`config.mk`:
```
export PLATFORM = sky130hd
export DESIGN_NAME = banco_reg
export DESIGN_NICKNAME = d
export VERILOG_FILES = /design/src/rtl/banco_reg.sv
export SDC_FILE = /design/constraint.sdc
export NUM_CORES = 2
export LEC_CHECK = 0
export ABC_CLOCK_PERIOD_IN_PS = 2300
export BUFFER_PORTS_ARGS = -buffer_cell sky130_fd_sc_hd__buf_2
export CAP_MARGIN = 10
export CORE_MARGIN = 4
export CORE_UTILIZATION = 60
export DETAILED_ROUTE_END_ITERATION = 10
export PLACE_DENSITY = 0.77
export SLEW_MARGIN = 0
export SYNTH_ARGS = -nofsm -noshare
export SYNTH_HDL_FRONTEND = slang
export SYNTH_SLANG_ARGS = --single-unit
```
`constraint.sdc`:
```
create_clock -name clk -period 2.3 [get_ports clk]
set_input_delay 0.345 -clock clk [delete_from_list [all_inputs] [get_ports clk]]
set_output_delay 0.345 -clock clk [all_outputs]
set_load 0.02 [all_outputs]
```
`src/rtl/banco_reg.sv`:
```
// rtl/banco_reg.sv - 2**N x ANCHO register file, one synchronous write port, two combinational read ports
module banco_reg #(
    parameter int ANCHO = 32,
    parameter int N     = 5
) (
    input  logic             clk,
    input  logic             rst,
    input  logic             we,
    input  logic [N-1:0]     addr_rd,
    input  logic [ANCHO-1:0] data_in,
    input  logic [N-1:0]     addr_rs1,
    input  logic [N-1:0]     addr_rs2,
    output logic [ANCHO-1:0] rs1,
    output logic [ANCHO-1:0] rs2
);

    localparam int NREG = 2**N;

    logic [ANCHO-1:0] mem_q [NREG];
    logic [ANCHO-1:0] mem_d [NREG];

    // Register 0 is ordinary storage, so every address takes the write.
    always_comb begin
        for (int i = 0; i < NREG; i++) begin
            mem_d[i] = mem_q[i];
        end
        if (we) begin
            mem_d[addr_rd] = data_in;
        end
    end

    always_ff @(posedge clk or negedge rst) begin
        if (!rst) begin
            for (int i = 0; i < NREG; i++) begin
                mem_q[i] <= '0;
            end
        end else begin
            for (int i = 0; i < NREG; i++) begin
                mem_q[i] <= mem_d[i];
            end
        end
    end

    // No write bypass: reads see the value stored before the current edge.
    assign rs1 = mem_q[addr_rs1];
    assign rs2 = mem_q[addr_rs2];

endmodule

```
==> qor.csv <==
stage;metric;value;unit
detailed_routing;routed_wirelength;179000;microns
setup_path;critPathSlowestCell;dfrtp_1;
power_and_ir_drop;power.leakage;31.3;nW
timing;finalCritPeriodShare;110;%
floorplanning;die_h;314;microns
finish;final_nets;4815;
power_and_ir_drop;ir_drop;0.669;mV
finish;regMostFlops;mem_q;
clocking;worstSkewPairLatency;0.68;ns
global_routing;grtUsageTotal;35.7;%
synth;syn_area;56200;sq um
synth;synth-simple-area-share;4.38;%
synth;yosys.area.top_type;dfrtp_1;
synth;ys_async_sr_fraction;100;%
finish;syn2layout_area_growth;17.6;%
detailed_routing;drcViolationCount;0;
synth;syn_avg_cell_area;12.2;sq um
finish;drive_above_1_share;38.5;%
setup_path;worstSetupStartpointType;register;
placement;dp_cells;5887;
min_path;holdCritPathClass;input port to asynchronous set/reset pin;
placement;dp_hpwl;109000;microns
timing;grt_setup_unrepaired;true;
synth;ys_ff_latch;1024;
clocking;clockRootBuffer;clkbuf_16;
timing;skew;0;ns
detailed_routing;routedWlPerCell;29.2;microns
finish;reg_top3;mem_q: 1024 flops;
global_routing;antenna_found_initial;10;
timing;final_max_slew_viol_count;0;
timing;hold_viol;0;
synth;synth_compound_area_share;6.98;%
clocking;cts_buffers;108;
setup_path;cp_cell_sequence;mux2i_1 > a22o_1 > nor3_2 > a31oi_2 > nand3_2 > buf_6;
timing;relSlewSlack;48.5;%
timing;period_needed;2.53;ns
synth;synth_xor_area_share;0;%
synth;ys.flop_type;dfrtp_1;
finish;final_common_cell;dfrtp_1;
finish;fill_cells;6279;
setup_path;cp_data_arrival_time;2.18;ns
timing;max_clock_freq;396;MHz
clocking;ctsHtreeMaxLevel;3;
synth;synth_area_leaders;dfrtp_1 (46%), mux2_2 (20%), mux2i_1 (18%);
floorplanning;initial_core_util;60.4;%
finish;final_cell_mix;dfrtp_1 (1024), mux2i_1 (1022), mux2_2 (987);
detailed_routing;viasPerCell;6.79;
synth;synth_top_family_by_area;multiplexers;
status;failed_checks;negative setup slack;
timing;holdWs;0.198;ns
global_routing;overflow;0;
detailed_routing;dr_total_vias;41500;
finish;largest_reg_flops;1024;
job;cap_violations;0;
detailed_routing;antenna_left;0;
synth;synthMuxAreaShare;38.7;%
setup_path;worstPathMaxFanout;3;
clocking;clkTransAtPathRegs;0.06;ns
status;status;finished with violations;
detailed_routing;drt-pass1-iter-count;6;
synth;ys_seq_area_share;45.6;%
setup_path;critPathRequiredTime;1.96;ns
setup_path;critPathKind;register to primary output;
synth;synth_top_area_share;45.6;%
detailed_routing;drtIter0Drc;4381;
clocking;cts.sinks;1024;
setup_path;endpoint_kind;primary output;
timing;postLayoutSetupSlackWorst;-0.228;ns
floorplanning;num_rows;112;
floorplanning;die_w;314;microns
timing;tightest_slew;0.773;ns
global_routing;grt_start_max_net_pins;77;
synth;synth-edff-count;0;
placement;gp_congestion;0.880;
setup_path;max_stage_delay;0.39;ns
power_and_ir_drop;power.density;830;nW/um^2
synth;yosysUniqueCellTypes;28;
finish;final_cell_count_no_fill;6119;
clocking;clock_path_buffers;3;
synth;mappedNetlistNets;4655;
clocking;cts_tree;yes;
placement;numPortBuffers;113;
synth;syn_inst;4605;
global_routing;grt_pass1_vias;42800;
global_routing;grt_pass1_wl;269000;microns
synth;synth_fa_ha_area_share;0;%
floorplanning;die-area;98700;sq um
synth;synth_warnings;0;
timing;setup_viol;64;
floorplanning;core_area;93200;sq um
floorplanning;ios;114;
report_power, final:
part | total [mW] | switching [mW] | internal [mW]
clock | 18.7 | 7.55 | 11.1
combinational | 11.9 | 5.66 | 6.21
sequential | 24.3 | 2.78 | 21.6
logic make-up (layout without fill, tap and decap cells):
| kind of cell | count (synthesis) | count (layout) |
|---|---|---|
| flip-flops | 1024 | 1024 |
| buffers and inverters | 444 | 696 |
| AO/OA/AOI/OAI | 576 | 576 |
| multiplexers | 2048 | 2048 |
| AND/OR/NAND/NOR | 513 | 513 |
| other | 0 | 8 |
worst max-delay path, delay by kind of cell, from the launching register on:
family	cells	cell delay, ns
flops	1	0.39
mux	1	0.17
simple gates	2	0.26
buf+inv	1	0.18
compound gates	2	0.49
worst paths after layout:
| path | startpoint | endpoint | slack, ns | cells past startpoint |
|---|---|---|---|---|
| min reg2reg | mem_q[514] | mem_q[514] | 0.52 | 1 |
| max | mem_q[901] | rs1[5] | -0.23 | 6 |
| min | rst | mem_q[415] | 0.20 | 2 |
| max reg2reg | mem_q[957] | mem_q[957] | 1.25 | 3 |
| min in group clk | data_in[30] | mem_q[286] | 0.30 | 2 |
| max in group asynchronous | rst | mem_q[967] | 1.12 | 4 |
Yosys cell counts, types with 2 or more instances:
| cell | number |
|---|---|
| clkbuf_1 | 190 |
| or2_2 | 3 |
| a22oi_1 | 192 |
| nor3b_2 | 3 |
| nor2b_1 | 4 |
| dfrtp_1 | 1024 |
| a22o_1 | 128 |
| nor2_1 | 3 |
| buf_2 | 110 |
| nor2_4 | 16 |
| a21oi_1 | 192 |
| mux2i_1 | 1024 |
| mux2_1 | 37 |
| a31oi_1 | 64 |
| buf_4 | 59 |
| nor3_1 | 65 |
| buf_6 | 57 |
| nand3b_1 | 4 |
| nand2_1 | 211 |
| nand3_1 | 194 |
| buf_1 | 28 |
| and2_1 | 2 |
| nand2b_1 | 4 |
| mux2_2 | 987 |
routing by layer:
layer | global-route usage [%] | vias to the layer above | share of wire [%]
met3 | 6.83 | 646 | 8.9
met5 | 0 | - | 0.0073
met4 | 17.5 | 2 | 5.6
met2 | 56.4 | 2134 | 46
met1 | 47.5 | 21400 | 39
li1 | - | 17400 | -
per-stage QoR:
stage / utilization [%] / cell area (sq um) / setup TNS, ns / total power [mW] / setup WS (ns)
global route: 71.0 / 66100 / -10.80 / 57.1 / -0.264
detailed placement: 64.9 / 60500 / -4.61 / 35.5 / -0.239
CTS: 70.3 / 65500 / -7.94 / 54.6 / -0.233
floorplan: - / 56200 / 0 / 31.6 / 0.294
global placement: 64.9 / 60500 / -3.51 / 34.8 / -0.232
finish: 71.0 / 66100 / -6.52 / 54.9 / -0.228
cell type report:
cell class / count / area (sq um) / area share, %
repair buffers: 494 / 5750 / 8.69
flip-flops and latches: 1024 / 25600 / 38.7
clock inverters: 47 / 592 / 0.895
multi-input cells: 3137 / 29300 / 44.4
well taps: 1254 / 1570 / 2.37
diodes: 8 / 20.0 / 0.0303
clock buffers: 155 / 3240 / 4.90
repair_timing:
item                                   in CTS  in global routing
setup endpoints to repair                  64                 64
gates cloned                                1                  3
buffers inserted                           10                 20
gates resized for setup                   235                 82
pin swaps                                 119                129
hold buffers                                1                  0
endpoints found under the hold margin     475                  0
No activity file was read; power rests on OpenSTA's default activity.
